==> src/rtl/stopwatch_pkg.sv <==
// Shared state encoding, BCD limits and digit helpers for the stopwatch control path.
package stopwatch_pkg;

    localparam int BCD_W  = 4;
    localparam int CC_MAX = 99;
    localparam int SS_MAX = 59;

    typedef enum logic [1:0] {
        ST_IDLE  = 2'd0,
        ST_RUN   = 2'd1,
        ST_PAUSE = 2'd2,
        ST_LAP   = 2'd3
    } state_t;

    function automatic logic [7:0] to_bcd(input int v);
        return {BCD_W'(v / 10), BCD_W'(v % 10)};
    endfunction

    // Next value of a two-digit BCD counter that wraps to zero after max_bcd.
    function automatic logic [7:0] bcd_step(input logic [7:0] v, input logic [7:0] max_bcd);
        logic [7:0] r;
        if (v == max_bcd) begin
            r = 8'h00;
        end else if (v[3:0] == 4'd9) begin
            r = {v[7:4] + 4'd1, 4'd0};
        end else begin
            r = {v[7:4], v[3:0] + 4'd1};
        end
        return r;
    endfunction

endpackage

==> src/rtl/bcd_mod_counter.sv <==
// Two-digit BCD counter wrapping at MAX; one-cycle update, carry is combinational.
// No backpressure: counts whenever en is high, clr wins over en.
module bcd_mod_counter
    import stopwatch_pkg::*;
#(
    parameter int MAX = 99
) (
    input  logic       clk,
    input  logic       rst_n,
    input  logic       en,
    input  logic       clr,
    output logic [7:0] out,
    output logic       carry
);

    localparam logic [7:0] MAX_BCD = to_bcd(MAX);

    logic [7:0] cnt_q;

    always_ff @(posedge clk or negedge rst_n) begin
        if (!rst_n) begin
            cnt_q <= 8'h00;
        end else if (clr) begin
            cnt_q <= 8'h00;
        end else if (en) begin
            cnt_q <= bcd_step(cnt_q, MAX_BCD);
        end
    end

    assign out   = cnt_q;
    assign carry = en && (cnt_q == MAX_BCD);

endmodule

==> src/rtl/stopwatch_ctrl.sv <==
// Stopwatch FSM, mm:ss.cc BCD time base and lap latch; display follows a tick by one edge.
// No backpressure: every tick and button pulse is acted on or dropped in its own cycle.
module stopwatch_ctrl
    import stopwatch_pkg::*;
#(
    parameter int MIN_MAX = 59
) (
    input  logic       clk,
    input  logic       rst_n,
    input  logic       tick_100hz,
    input  logic       start_stop_p,
    input  logic       lap_p,
    input  logic       clear_p,
    output logic [7:0] disp_mm,
    output logic [7:0] disp_ss,
    output logic [7:0] disp_cc,
    output logic       running,
    output logic       lap_active,
    output logic       overflow
);

    localparam logic [7:0] CC_MAX_BCD = to_bcd(CC_MAX);
    localparam logic [7:0] SS_MAX_BCD = to_bcd(SS_MAX);
    localparam logic [7:0] MM_MAX_BCD = to_bcd(MIN_MAX);

    state_t      state_q, state_d;
    logic        running_q, lap_active_q, overflow_q;
    logic [23:0] lap_q;
    logic [23:0] live, live_nxt;
    logic [7:0]  cc, ss, mm;
    logic        cc_carry, ss_carry, mm_carry;
    logic        cnt_en, live_clr;
    logic        do_clr, do_ss, do_lap;

    // Only the highest-priority pulse of a cycle is allowed to act.
    assign do_clr = clear_p;
    assign do_ss  = start_stop_p && !clear_p;
    assign do_lap = lap_p && !start_stop_p && !clear_p;

    assign cnt_en   = tick_100hz && ((state_q == ST_RUN) || (state_q == ST_LAP));
    assign live_clr = do_clr && (state_q == ST_PAUSE);

    bcd_mod_counter #(.MAX(CC_MAX)) u_cc (
        .clk(clk), .rst_n(rst_n), .en(cnt_en), .clr(live_clr), .out(cc), .carry(cc_carry)
    );
    bcd_mod_counter #(.MAX(SS_MAX)) u_ss (
        .clk(clk), .rst_n(rst_n), .en(cc_carry), .clr(live_clr), .out(ss), .carry(ss_carry)
    );
    bcd_mod_counter #(.MAX(MIN_MAX)) u_mm (
        .clk(clk), .rst_n(rst_n), .en(ss_carry), .clr(live_clr), .out(mm), .carry(mm_carry)
    );

    assign live = {mm, ss, cc};
    // The lap latch must capture the time including a coincident tick.
    assign live_nxt = {ss_carry ? bcd_step(mm, MM_MAX_BCD) : mm,
                       cc_carry ? bcd_step(ss, SS_MAX_BCD) : ss,
                       cnt_en   ? bcd_step(cc, CC_MAX_BCD) : cc};

    always_comb begin
        state_d = state_q;
        case (state_q)
            ST_IDLE:  if (do_ss) state_d = ST_RUN;
            ST_RUN:   if (do_ss) state_d = ST_PAUSE; else if (do_lap) state_d = ST_LAP;
            ST_LAP:   if (do_ss) state_d = ST_PAUSE; else if (do_lap) state_d = ST_RUN;
            ST_PAUSE: if (do_clr) state_d = ST_IDLE; else if (do_ss) state_d = ST_RUN;
            default:  state_d = ST_IDLE;
        endcase
    end

    always_ff @(posedge clk or negedge rst_n) begin
        if (!rst_n) begin
            state_q      <= ST_IDLE;
            running_q    <= 1'b0;
            lap_active_q <= 1'b0;
            overflow_q   <= 1'b0;
            lap_q        <= '0;
        end else begin
            state_q      <= state_d;
            running_q    <= (state_d == ST_RUN) || (state_d == ST_LAP);
            lap_active_q <= (state_d == ST_LAP);
            if (live_clr) begin
                overflow_q <= 1'b0;
                lap_q      <= '0;
            end else begin
                if (mm_carry) overflow_q <= 1'b1;
                if ((state_q == ST_RUN) && do_lap) lap_q <= live_nxt;
            end
        end
    end

    assign {disp_mm, disp_ss, disp_cc} = (state_q == ST_LAP) ? lap_q : live;
    assign running    = running_q;
    assign lap_active = lap_active_q;
    assign overflow   = overflow_q;

endmodule

==> config.mk <==
export PLATFORM = sky130hd
export DESIGN_NAME = stopwatch_ctrl
export DESIGN_NICKNAME = d
export VERILOG_FILES = /design/src/rtl/stopwatch_pkg.sv /design/src/rtl/bcd_mod_counter.sv /design/src/rtl/stopwatch_ctrl.sv
export SDC_FILE = /design/constraint.sdc
export NUM_CORES = 1
export LEC_CHECK = 0
export CAP_MARGIN = 15
export CORE_AREA = 2 2 114 61
export DETAILED_ROUTE_END_ITERATION = 12
export DIE_AREA = 0 0 116 63
export GPL_ROUTABILITY_DRIVEN = 0
export PLACE_DENSITY = 0.67
export RECOVER_POWER = 25
export SLEW_MARGIN = 20
export SYNTH_ARGS = -nofsm -noshare
export SYNTH_HDL_FRONTEND = slang
export SYNTH_SLANG_ARGS = --single-unit
==> constraint.sdc <==
create_clock -name clk -period 2.32 [get_ports clk]
set_input_delay 0.348 -clock clk [delete_from_list [all_inputs] [get_ports clk]]
set_output_delay 0.348 -clock clk [all_outputs]
set_load 0.03 [all_outputs]
; Word level (Yosys, flattened, before mapping)
; Cells that the tools add are included.
[word_totals]
regBits = 53
wordCells = 65
out_inout_bits = 27
inputBits = 6
[classes]
n_reduce_logical = 16
n_eq_ne = 11
addsub = 6
n_mux = 24
[ops]
columns = cell, n
row1 = 2-to-1 mux 8 bit, 12
row2 = 2-to-1 mux 24 bit, 3
row3 = "adder 4 x 1 -> 4 bit, second input constant", 6
row4 = "equality test 8 x 7 -> 1 bit, second input constant", 2
row5 = "equality test 4 bit, second input constant", 3
row6 = 2-to-1 mux 2 bit, 6
row7 = logical AND 1 bit, 9
row8 = "equality test 8 bit, second input constant", 1
row9 = one-hot mux 2 bit (4 select lines), 1
row10 = "equality test 2 bit, second input constant", 3
row11 = "equality test 2 x 1 -> 1 bit, second input constant", 2
row12 = nonzero test 2 bit, 2
row13 = zero test 1 bit, 2
row14 = zero test 2 bit, 1
row15 = logical OR 1 bit, 2
row16 = 2-to-1 mux 1 bit, 2

; Logic depth before layout (Yosys ltp)
[depth]
depth_word = 8
mapped_depth = 8
depth_no_buf = 6

; Modules after synthesis
; From an unflattened synthesis, not the netlist that was laid out.
[unflattened]
cells_unflattened = 368
hier_area_um2 = 3483.3
[modules_own_cells]
columns = mod, instances, seq_area_each_um2, cells_per_inst, area_per_inst_um2
row1 = stopwatch_ctrl, 1, 700.7, 217, 2021.9
row2 = bcd_mod_counter at u_mm ..., 2, 200.2, 50, 486.7
row3 = bcd_mod_counter at u_cc, 1, 200.2, 51, 488.0

; Worst setup path after synthesis
; Ideal clock, no wire load.
[synth_path]
kind = flip-flop to flip-flop
start = reg u_cc.cnt_q[1] (netlist: u_cc.out[1])
end = reg lap_q[23]
n_path_buf = 1
arrival_ps = 1687
synth_period_minus_slack_ps = 1756
setup_ps = 69
stages_incl_launch_ff = 8
setup_slack_ps = 564
t_required_ps = 2251
cell_sequence = dfrtp_1 inv_1 ha_1 and4b_1 buf_2 nand4_4 or4_1 nand3_1
[synth_between]
elab_chain_len = 6
[synth_rtl]
columns = item, line_no
row1 = start: declaration, bcd_mod_counter.sv:18  ; logic [7:0] cnt_q;
row2 = start signal: assignment, bcd_mod_counter.sv:26  ; cnt_q <= bcd_step(cnt_q, MAX_BCD);
row3 = equality test 8 bit, bcd_mod_counter.sv:31  ; assign carry = en && (cnt_q == MAX_BCD);
row4 = logical AND 1 bit (2 in a row), bcd_mod_counter.sv:31
row5 = 2-to-1 mux 8 bit, -
row6 = 2-to-1 mux 24 bit, stopwatch_ctrl.sv:86  ; if ((state_q == ST_RUN) && do_lap) lap_q <= live_nxt;
row7 = 2-to-1 mux 24 bit, stopwatch_ctrl.sv:81  ; if (live_clr) begin
row8 = end signal: assignment, stopwatch_ctrl.sv:86
row9 = end: declaration, stopwatch_ctrl.sv:28  ; logic [23:0] lap_q;
; Every way passes these cells. The select of a mux whose other input is x is not followed.
; A chain may end at the register's enable or synchronous reset.

; Worst setup path in the final report
[layout_path]
start = reg state_q[1]
end = out disp_ss[2]
[layout_between]
elab_chain_len = 2
[layout_rtl]
columns = item, line_no
row1 = start: declaration, stopwatch_ctrl.sv:26  ; state_t state_q, state_d;
row2 = start signal: assignment, stopwatch_ctrl.sv:78  ; state_q <= state_d;
row3 = equality test 2 bit, stopwatch_ctrl.sv:91  ; assign {disp_mm, disp_ss, disp_cc} = (state_q == ST_LAP) ? lap_q : live;
row4 = 2-to-1 mux 24 bit, stopwatch_ctrl.sv:91
row5 = end: declaration, stopwatch_ctrl.sv:15  ; output logic [7:0] disp_ss,
; Every way passes these cells.

==> metrics.txt <==
Clk Latency, worst-skew pair=0.30 ns; worst flop-to-flop path endpoint=lap_q[23]$_DFFE_PN0P_; max cap viols=0; htree depth=2; I/O Buffers=32; clock share of power=23.6%; crit path cell chain=nand2_1 > buf_4 > mux2_2 > dlygate4sd2_1; syn nets=331; unrepaired setup endpoints after global routing=false; die width=116 µm; CP Launch Type=flop; critical path required time=1.97 ns; vias in the first global route=2445; DRC viols=0; Tmin final=2.166 ns; Crit. End Element=output port; Layout Nets=373; Slew @ Worst Pin=1.165 ns; initial DRC count=217; Internal=2038 µW; Boundary Pins=33; Synth Register Bits=53; Cell variety after synth=44; status=completed; Fill cells=579; power density cells=870.2 nW/µm²; worst reg2reg path startpoint=u_cc.out[1]$_DFF_PN0_; Max stage delay on crit path=0.41 ns; area delta synth->final=22.39%; initial core utilization=47.72%; initial antenna violation count=0; pin count of the biggest net entering global routing=23; worst r2r path cells=6; Post-synth EDFFs=0; via count=2534; final hold violations=0; Inst Count DP=440; total track usage=23.16%; Hold Worst Slack=0.2577 ns; Net Sw Frac=36.94%; Clock Sinks=53; fin crit share=93.36%; grt total ovfl=0; crit path DAT=1.82 ns; Vias/cell=5.669; Worst VDD drop=0.4111 mV; antenna viol nets, final=0; syn avg cell area=9.694 µm²; leakage power=0.001903 µW; Crit Path Max Fanout=11; Placeable Area=6359 µm²; Layout Skew=0.007480 ns; WL/cell=17.13 µm; Layout Cells excl Fill=447; die area=7308 µm²; R2R setup slack=0.29 ns; Synth warnings=0; Synth Cell Area=3034 µm²; Max Slew Vio Count=0; top_reg_cell synth=dfrtp_1; antenna cells=0; hold crit path type=in -> async; cts hold-fix bufs=0; number of buffers created by CTS=5; final setup TNS=0 ns; Logic pwr share=38.2%; critical path class=reg -> out; Synth Instances=313; part of the Yosys area used for sequential elements=43.71%; Seq pwr share=38.1%; CTS root buffer=clkbuf_16; Worst-path clk slew=0.07 ns; Clock Path Buffers=2; DR pass1 iterations=4; layout cells sized above 1=16.06%; total net switching power=1194 µW; Synth async-reset ratio=100.0%; Rows=21; DRT Wirelength=7657 µm; total power=3232 µW; final-report setup violation count=0; first-pass GRT wire length=12920 µm; Max Clk Rate=461.7 MHz; max_slew headroom=22.33%; die span in y=63 µm; crit path max-delay cell type=dfrtp_1; CTS tree=yes; Final HPWL DP=5529 µm
critical path: cells and delay by family (launching register included):
kind | cells | cell delay, ns
buffers and inverters | 2 | 0.59
flip-flops | 1 | 0.41
multiplexers | 1 | 0.37
AND/OR/NAND/NOR | 1 | 0.14
final cells by class:
class | count | area [µm²] | area share [%]
timing repair buffer | 55 | 509.2 | 13.71
clock buffer | 7 | 142.6 | 3.841
inverter | 11 | 41.29 | 1.112
tap | 92 | 115.1 | 3.100
multi-input combinational | 229 | 1579 | 42.52
sequential | 53 | 1326 | 35.71
routing by layer:
layer  vias to the layer above  global-route usage [%]  routed length (µm)  part of all wire (%)
met4                         0                   5.804                  76                  0.99
li1                       1228                       -                   -                     -
met2                        73                   30.04                2890                    38
met5                         -                       0                   0                     0
met3                         7                   4.559                 507                   6.6
met1                      1226                   38.32                4183                    55
metrics by stage:
| stage | utilization [%] | area [µm²] | setup WS (ns) |
|---|---|---|---|
| after floorplan | - | 3034 | 0.5644 |
| after global placement | 55.98 | 3560 | 0.1545 |
| after detailed placement | 55.98 | 3560 | 0.08600 |
| after CTS | 58.01 | 3689 | 0.006884 |
| after global routing | 58.40 | 3714 | 0.09090 |
| final | 58.40 | 3714 | 0.1540 |
synth_stat cells, drive strengths merged (7+ instances only):
master | n | area, µm²
mux2 | 24 | 270.3
nor2 | 21 | 78.83
inv | 11 | 41.29
o211ai | 7 | 52.55
o21ai | 22 | 110.1
dfrtp | 53 | 1326
nand2 | 12 | 45.04
buf | 14 | 70.07
nand4 | 7 | 58.81
nand3 | 28 | 140.1
a21oi | 18 | 90.09
nor3 | 8 | 40.04
ha | 12 | 150.1
worst max-delay path by stage:
stage               slack (ns)                   from                    end
finish                    0.15   state_q[1]$_DFF_PN0_             disp_ss[2]
global route              0.09   state_q[1]$_DFF_PN0_             disp_ss[2]
CTS                      0.007   state_q[1]$_DFF_PN0_             disp_mm[1]
detailed placement        0.09             tick_100hz  lap_q[23]$_DFFE_PN0P_
global placement          0.15             tick_100hz  lap_q[15]$_DFFE_PN0P_
floorplan                 0.56  u_cc.out[1]$_DFF_PN0_  lap_q[23]$_DFFE_PN0P_
power by group through the flow:
stage	clock, µW	combinational (µW)	sequential, µW
floorplan	0	776	1240
global placement	0	1240	1240
detailed placement	0	1250	1250
CTS	776	1250	1230
global route	818	1350	1250
finish	764	1240	1230
cell usage in the layout (no fill, tap or decap), drive strengths merged, types with 5 or more instances in the layout:
cell and instances:
a21oi 18, nand2 12, ha 12, mux2 24, dlymetal6s2s 12, and3b 5
nor2 21, o31ai 6, clkdlybuf4s50 7, inv 11, clkbuf 9, dfrtp 53
o211ai 7, buf 23, nand3 28, nor4 6, dlygate4sd2 11, o21ai 22
nand4 7, nor3 8, xnor2 5, a31oi 6
timing repair:
action / in CTS / in global routing
endpoints found under the setup margin: 11 / 12
endpoints found under the hold margin: 0 / 0
resized for setup: 11 / 12
setup buffers: 0 / 0
cell families after synthesis:
| logic type | after synthesis | synth area share [%] |
|---|---|---|
| buf+inv | 31 | 4.412 |
| fa+ha+maj | 12 | 4.948 |
| mux | 26 | 9.567 |
| simple gates | 114 | 21.28 |
| flops | 53 | 43.71 |
| xor+xnor | 7 | 2.021 |
| compound gates | 70 | 14.06 |
registers in the layout, indices dropped and copies added (netlist names):
register and flops:
lap_active 1, lap_q 24, overflow 1, running 1, state_q 2, u_cc.out 8, u_mm.out 8, u_ss.out 8
Note: power is estimated with default switching activity, not from simulation.
